===== src/rtl/if_stage_pkg.sv =====
// rtl/if_stage_pkg.sv - shared fetch-stage types and constants
package if_stage_pkg;

    typedef enum logic [1:0] {
        FETCH_IDLE  = 2'd0,
        FETCH_BUSY  = 2'd1,
        FETCH_DRAIN = 2'd2
    } fetch_state_e;

    localparam logic [31:0] PC_INCR          = 32'h0000_0004;
    localparam logic [31:0] DEFAULT_RESET_PC = 32'h0000_0000;

endpackage


===== src/rtl/if_stage.sv =====
// rtl/if_stage.sv - instruction fetch stage with a one-entry fetch buffer
module if_stage
    import if_stage_pkg::*;
#(
    parameter logic [31:0] RESET_PC = DEFAULT_RESET_PC
) (
    input  logic        CLK,
    input  logic        RST,
    input  logic        STALL,
    input  logic        REDIRECT_EN,
    input  logic [31:0] REDIRECT_PC,
    output logic        IMEM_REQ,
    output logic [31:0] IMEM_ADDR,
    input  logic        IMEM_READY,
    input  logic [31:0] IMEM_RDATA,
    output logic [31:0] IF_PC,
    output logic [31:0] IF_INSTRUCTION,
    output logic [31:0] IF_PC_PLUS4,
    output logic        IF_VALID
);

    fetch_state_e state_q, state_d;
    logic [31:0]  pc_q, pc_d;
    logic [31:0]  req_addr_q, req_addr_d;
    logic [31:0]  if_pc_q, if_pc_d;
    logic [31:0]  if_instr_q, if_instr_d;
    logic [31:0]  if_pc4_q, if_pc4_d;
    logic         if_valid_q, if_valid_d;
    logic         load;
    logic [31:0]  redirect_tgt;

    assign redirect_tgt = REDIRECT_PC & ~32'h0000_0003;

    always_comb begin
        state_d    = state_q;
        pc_d       = pc_q;
        req_addr_d = req_addr_q;
        if_pc_d    = if_pc_q;
        if_instr_d = if_instr_q;
        if_pc4_d   = if_pc4_q;
        load       = 1'b0;
        IMEM_REQ   = 1'b0;
        IMEM_ADDR  = pc_q;

        case (state_q)
            FETCH_IDLE: begin
                // Only issue when the buffer is empty or being consumed this edge
                IMEM_REQ  = (!if_valid_q || !STALL) && !REDIRECT_EN && !RST;
                IMEM_ADDR = pc_q;
                if (REDIRECT_EN) begin
                    pc_d = redirect_tgt;
                end else if (IMEM_REQ) begin
                    if (IMEM_READY) begin
                        load       = 1'b1;
                        if_pc_d    = pc_q;
                        if_instr_d = IMEM_RDATA;
                        if_pc4_d   = pc_q + PC_INCR;
                        pc_d       = pc_q + PC_INCR;
                    end else begin
                        req_addr_d = pc_q;
                        state_d    = FETCH_BUSY;
                    end
                end
            end
            FETCH_BUSY: begin
                IMEM_REQ  = !RST;
                IMEM_ADDR = req_addr_q;
                if (REDIRECT_EN) begin
                    pc_d    = redirect_tgt;
                    state_d = IMEM_READY ? FETCH_IDLE : FETCH_DRAIN;
                end else if (IMEM_READY) begin
                    load       = 1'b1;
                    if_pc_d    = req_addr_q;
                    if_instr_d = IMEM_RDATA;
                    if_pc4_d   = req_addr_q + PC_INCR;
                    pc_d       = req_addr_q + PC_INCR;
                    state_d    = FETCH_IDLE;
                end
            end
            FETCH_DRAIN: begin
                IMEM_REQ  = !RST;
                IMEM_ADDR = req_addr_q;
                if (REDIRECT_EN) pc_d = redirect_tgt;
                if (IMEM_READY) state_d = FETCH_IDLE;
            end
            default: state_d = FETCH_IDLE;
        endcase

        if (REDIRECT_EN)  if_valid_d = 1'b0;
        else if (load)    if_valid_d = 1'b1;
        else if (!STALL)  if_valid_d = 1'b0;
        else              if_valid_d = if_valid_q;
    end

    always_ff @(posedge CLK) begin
        if (RST) begin
            state_q    <= FETCH_IDLE;
            pc_q       <= RESET_PC;
            req_addr_q <= 32'h0;
            if_pc_q    <= 32'h0;
            if_instr_q <= 32'h0;
            if_pc4_q   <= 32'h0;
            if_valid_q <= 1'b0;
        end else begin
            state_q    <= state_d;
            pc_q       <= pc_d;
            req_addr_q <= req_addr_d;
            if_pc_q    <= if_pc_d;
            if_instr_q <= if_instr_d;
            if_pc4_q   <= if_pc4_d;
            if_valid_q <= if_valid_d;
        end
    end

    assign IF_PC          = if_pc_q;
    assign IF_INSTRUCTION = if_instr_q;
    assign IF_PC_PLUS4    = if_pc4_q;
    assign IF_VALID       = if_valid_q;

endmodule


===== config.mk =====
export PLATFORM = sky130hd
export DESIGN_NAME = if_stage
export DESIGN_NICKNAME = d
export VERILOG_FILES = /design/src/rtl/if_stage_pkg.sv /design/src/rtl/if_stage.sv
export SDC_FILE = /design/constraint.sdc
export NUM_CORES = 1
export LEC_CHECK = 0
export ABC_AREA = 0
export BUFFER_PORTS_ARGS = -buffer_cell sky130_fd_sc_hd__buf_2
export CAP_MARGIN = 20
export CORE_MARGIN = 1
export CORE_UTILIZATION = 45
export CTS_CLUSTER_SIZE = 12
export DETAILED_ROUTE_END_ITERATION = 8
export PLACE_DENSITY = 0.81
export SLEW_MARGIN = 20
export SYNTH_ARGS = -nofsm -noshare
export SYNTH_HDL_FRONTEND = slang
export SYNTH_SLANG_ARGS = --single-unit

===== constraint.sdc =====
create_clock -name CLK -period 2.94 [get_ports CLK]
set_clock_uncertainty 0.1 [all_clocks]
set_input_delay 0.441 -clock CLK [delete_from_list [all_inputs] [get_ports CLK]]
set_output_delay 0.441 -clock CLK [all_outputs]
set_load 0.01 [all_outputs]

==> results_dict.tcl, run 1 <==
set metrics [dict create \
    h-tree-depth 4 \
    final.period_utilization 0.955 \
    hp-class "input port to flip-flop" \
    required_ns 2.40 \
    status "finished clean" \
    drt-total-wl_um 26700 \
    fin_crit_ns 2.81 \
    syn_avg_cell_area_um2 7.95 \
    max-vdd-ir-drop_mv 0.411 \
    dp_hpwl_um 18300 \
    cts_made_buffers 17 \
    synth_commonest_cells "nand2_1, dfxtp_1, a21oi_1" \
    fin_ws_ns 0.132 \
    start_util 0.459 \
    first_iter_violations 926 \
    clockRootBuffer "clkbuf_16" \
    synth-seq-area-share 0.376 \
    io_buffers 196 \
    via_per_inst 5.89 \
    rsz0062_at_grt "false" \
    dp.cells 1440 \
    slowest_delay_ns 0.47 \
    grt_usage 0.274 \
    clockBufferDepth 2 \
    num_vias 8684 \
    grt_overflow 0 \
    io_pins 199 \
    synth_top_area_share 0.376 \
    wl_per_cell_um 18.1 \
    synth_edf_count 0 \
    power_density_nw_per_um2 545 \
    die-area_um2 19600 \
    cts_hold_buf 0 \
    whs_ns 0.142 \
    p_switching_mw 1.59 \
    startpoint_type "flip-flop" \
    drive_gt1_frac 0.259 \
    cts_sinks 161 \
    yosysMostFrequentCell "nand2_1" \
    nets 1300 \
    antenna_found_initial 3 \
    clock_latency_ns 0.43 \
    synth_fp_nets 1154 \
    remaining_drc_errors 0 \
    maxSlewHeadroom 0.500 \
    clockPowerShare 0.422 \
    synth-warning-count 0 \
    power.leakage_nw 4.23 \
    async_reset_ff_frac 0 \
    power_switching_share 0.281 \
    clk_pin_slew_worst_paths_ns 0.06 \
    synthToLayoutAreaGrowth_pct 21.0 \
    syn_inst 1079 \
    std_cell_rows 50 \
    final_antenna_net_count 0 \
    gp_congestion 0.924 \
    dieWidth_um 140 \
    final_cells 1474 \
    fmax_ghz 0.356 \
    ys_seq_elements 161 \
    power_frac_seq 0.426 \
    max_cap_viol_count 0 \
    dp_slack_ns 0.304 \
    coreArea_um2 18700 \
    setup-tns-final_ns 0 \
    drv_slew 0 \
    grt_max_degree 139 \
    path_cells "inv_1 > ha_2 > buf_4 > mux2_2 > buf_2" \
    cp.arrival_ns 2.27 \
    cts_tree "built" \
    ys_types 60 \
    crit_type "flip-flop to output pin" \
    synth_area_um2 8580 \
    register_area_um2 3220 \
    die_h_um 140 \
    ys_top_cells_by_area "dfxtp_1, nand2_1, a21oi_1" \
    combPwrFrac 0.153 \
    fillers 1694 \
    first_global_vias 8182 \
    worst_pin_slew_ns 0.750 \
    endpoint_kind "output pin" \
    grt_first_pass_wirelength_um 42400 \
    hold_viol 0 \
    cts_setup_buffers 0 \
    cts_resized 0 \
    crit_slowest_cell "dfxtp_1" \
    internal-power_mw 4.07 \
    ys.flop_type "dfxtp_1" \
    drt_pre_antenna_iters 5 \
    multi_input_area_um2 4880 \
    synth_largest_area_cell "dfxtp_1" \
    crit_fanout 15 \
    finalSetupViolCount 0 \
]
flip-flops by register name, indices dropped and copies added (netlist names):
register        cells
pc_q               32
state_q             2
IF_INSTRUCTION     32
IF_VALID            1
IF_PC              32
IF_PC_PLUS4        30
req_addr_q         32
cells by family after synthesis:
| group | count (synthesis) | synth area share |
|---|---|---|
| mux | 62 | 0.0760 |
| buf+inv | 124 | 0.0605 |
| compound gates | 265 | 0.202 |
| flops | 161 | 0.376 |
| simple gates | 407 | 0.223 |
| fa+ha+maj | 6 | 0.00875 |
| xor+xnor | 54 | 0.0551 |
critical path: cells and delay by family (launching register included):
kind | cells | cell delay [ns]
buffers and inverters | 3 | 0.53
DFF | 1 | 0.47
adders and majority gates | 1 | 0.45
muxes | 1 | 0.38
power by group through the flow:
stage               logic, mW  clock network [mW]  registers, mW
floorplan               0.546                   0           2.43
global placement        0.840                   0           2.45
detailed placement      0.854                   0           2.45
CTS                     0.858                2.42           2.41
global route            0.938                2.51           2.42
finish                  0.864                2.39           2.41
area by class of cell:
| type | instances | area share |
|---|---|---|
| diodes | 2 | 0.000482 |
| clock inverters | 15 | 0.0200 |
| flip-flops and latches | 161 | 0.310 |
| clock buffers | 17 | 0.0410 |
| multi-input cells | 794 | 0.470 |
| well taps | 234 | 0.0282 |
| inverters | 19 | 0.00687 |
| repair buffers | 232 | 0.123 |
layout by cell type (no fill, tap or decap), types with 3 or more instances in the layout:
master,count
nand2_1,197
buf_2,195
dfxtp_1,161
a21oi_1,108
nor2_1,81
a211oi_1,47
mux2i_1,37
buf_4,35
o21ai_0,32
xor2_1,28
nand3_1,28
nor3_1,26
xnor2_1,26
mux2_2,25
nand4_1,17
inv_1,17
clkbuf_16,17
a221oi_1,14
and3_1,13
o211ai_1,10
o32ai_1,10
and4_1,7
a22oi_1,7
nor4_1,6
nand2b_1,5
or2_2,5
a221o_1,5
ha_1,4
clkinvlp_4,4
bufinv_16,4
a211o_1,3
or3_1,3
nor4_2,3
nor4b_1,3
o211a_1,3
inv_6,3
clkinv_4,3
per-stage QoR:
| step | area [um2] | utilization | power [mW] |
|---|---|---|---|
| 3_3_place_gp | 9750 | 0.521 | 3.29 |
| 6_report | 10400 | 0.555 | 5.66 |
| 5_1_grt | 10400 | 0.555 | 5.87 |
| 4_1_cts | 10400 | 0.555 | 5.68 |
| 3_5_place_dp | 9750 | 0.521 | 3.31 |
| 2_1_floorplan | 8580 | - | 2.98 |
final timing paths:
path / to / start / cells past startpoint / slack (ns)
hold / removal: IF_INSTRUCTION[26] / IMEM_RDATA[26] / 3 / 0.14
hold reg to reg: IF_INSTRUCTION[6] / IF_INSTRUCTION[6] / 2 / 0.35
setup / recovery: IMEM_ADDR[3] / state_q[0] / 5 / 0.13
setup reg to reg: IF_PC_PLUS4[26] / pc_q[3] / 7 / 0.21
per-layer routing:
layer / vias to the layer above / GRT usage / share of wire
li1: 4114 / - / -
met1: 4024 / 0.348 / 0.41
met2: 483 / 0.427 / 0.46
met3: 61 / 0.0766 / 0.10
met4: 2 / 0.131 / 0.029
met5: - / 0 / 0.00049
Note: power is estimated with default switching activity, not from simulation.
==> inputs of run 2 (changes only) <==
- SETUP_SLACK_MARGIN: not set -> 0.5
==> run 2 against run 1 <==
Against the previous run:
- sequential share of layout area decreased by 1.4 points
- first-iteration DRC count grew 32%
- maximum frequency up 15%
==> results_dict.tcl, run 2 (same netlist as run 1, synthesis figures left out) <==
set metrics [dict create \
    clk_pin_slew_worst_paths_ns 0.06 \
    max_cap_viol_count 0 \
    max-vdd-ir-drop_mv 0.426 \
    die-area_um2 19600 \
    h-tree-depth 4 \
    drive_gt1_frac 0.287 \
    startpoint_type "flip-flop" \
    power_density_nw_per_um2 538 \
    grt_usage 0.282 \
    first_global_vias 8213 \
    rsz0062_at_grt "true" \
    worst_pin_slew_ns 0.997 \
    final_cell_mix "nand2_1, buf_2, dfxtp_1, a21oi_1, nor2_1" \
    cts_made_buffers 17 \
    clock_latency_ns 0.43 \
    required_ns 2.40 \
    fin_crit_ns 2.44 \
    std_cell_rows 50 \
    synthToLayoutAreaGrowth_pct 27.2 \
    status "finished clean" \
    num_vias 9073 \
    remaining_drc_errors 0 \
    cts_hold_buf 0 \
    nets 1328 \
    coreArea_um2 18700 \
    fillers 1583 \
    endpoint_kind "output pin" \
    io_pins 199 \
    final.period_utilization 0.831 \
    crit_type "flip-flop to output pin" \
    dp.cells 1441 \
    first_iter_violations 1221 \
    grt_overflow 0 \
    fmax_ghz 0.409 \
    antenna_found_initial 2 \
    hold_viol 0 \
    layout_commonest_cell "nand2_1" \
    cp.arrival_ns 1.90 \
    gp_congestion 0.915 \
    clockRootBuffer "clkbuf_16" \
    drt-total-wl_um 29300 \
    final_cells 1501 \
    cts_sinks 161 \
    hp-class "input port to flip-flop" \
    drt_pre_antenna_iters 7 \
    finalSetupViolCount 0 \
    cts_tree "built" \
    crit_fanout 7 \
    grt_max_degree 87 \
    grt_first_pass_wirelength_um 43600 \
    drv_slew 0 \
    power.leakage_nw 4.51 \
    dp_hpwl_um 18600 \
    wl_per_cell_um 19.5 \
    via_per_inst 6.04 \
    io_buffers 196 \
    dieWidth_um 140 \
    clockBufferDepth 2 \
    setup-tns-final_ns 0 \
    die_h_um 140 \
    final_antenna_net_count 0 \
    maxSlewHeadroom 0.335 \
    start_util 0.459 \
]
-- run 2: cell count changes in the layout (fill, tap and decap cells not counted), moves of 6 or more --
cell / delta
buf_6: +10
buf_4: +16
mux2_4: +8
mux2_2: -8
buf_2: -6
-- run 2: stage by stage --
step | hold WS, ns | instance area, um2 | power (mW) | worst slack (ns) | util
after floorplan | 0.355 | 8580 | 2.98 | 0.515 | -
after detailed placement | 0.342 | 9740 | 3.30 | 0.420 | 0.521
after global routing | 0.133 | 10900 | 6.07 | 0.448 | 0.583
after CTS | 0.131 | 10600 | 5.81 | 0.462 | 0.568
after global placement | 0.337 | 9740 | 3.28 | 0.495 | 0.521
final | 0.138 | 10900 | 5.87 | 0.496 | 0.583
-- run 2: power by group --
part | switching [mW] | leakage [nW] | internal [mW]
registers | 0.120 | 1.31 | 2.29
clock network | 0.935 | 0.321 | 1.56
logic | 0.561 | 2.88 | 0.404
-- run 2: path summary, 6_finish.rpt --
kind	startpoint	to	slack [ns]	cells after the start
max	state_q[0]	IMEM_ADDR[23]	0.50	6
min	IMEM_RDATA[29]	IF_INSTRUCTION[29]	0.14	3
max reg2reg	pc_q[15]	IF_PC_PLUS4[26]	0.54	6
min reg2reg	IF_INSTRUCTION[31]	IF_INSTRUCTION[31]	0.35	2
-- run 2: final cells by class --
| class | count | area [um2] | area share |
|---|---|---|---|
| Multi-Input combinational cell | 795 | 5010 | 0.459 |
| Sequential cell | 161 | 3230 | 0.296 |
| Timing Repair Buffer | 259 | 1640 | 0.151 |
| Clock buffer | 20 | 457 | 0.0419 |
| Tap cell | 234 | 293 | 0.0268 |
| Clock inverter | 12 | 203 | 0.0186 |
| Inverter | 19 | 71.3 | 0.00654 |
| Antenna cell | 1 | 2.50 | 0.000229 |
-- run 2: layer usage --
layer | wire, um | track usage
met1 | 11700 | 0.358
met4 | 1180 | 0.129
met2 | 13500 | 0.453
met3 | 2900 | 0.0684
met5 | 10 | 0
-- run 2: repair_timing --
action	in CTS	in global routing
buffers inserted	9	13
pin swaps	2	6
setup endpoints to repair	65	141
gates resized for setup	22	33
gates cloned	2	3
-- run 2: worst max-delay path, cell delays in order (launching register included) --
cell and delay (ns):
dfxtp_4 0.35, inv_2 0.05, ha_4 0.27, buf_12 0.15, clkbuf_16 0.15, o21ai_0 0.30
buf_2 0.20
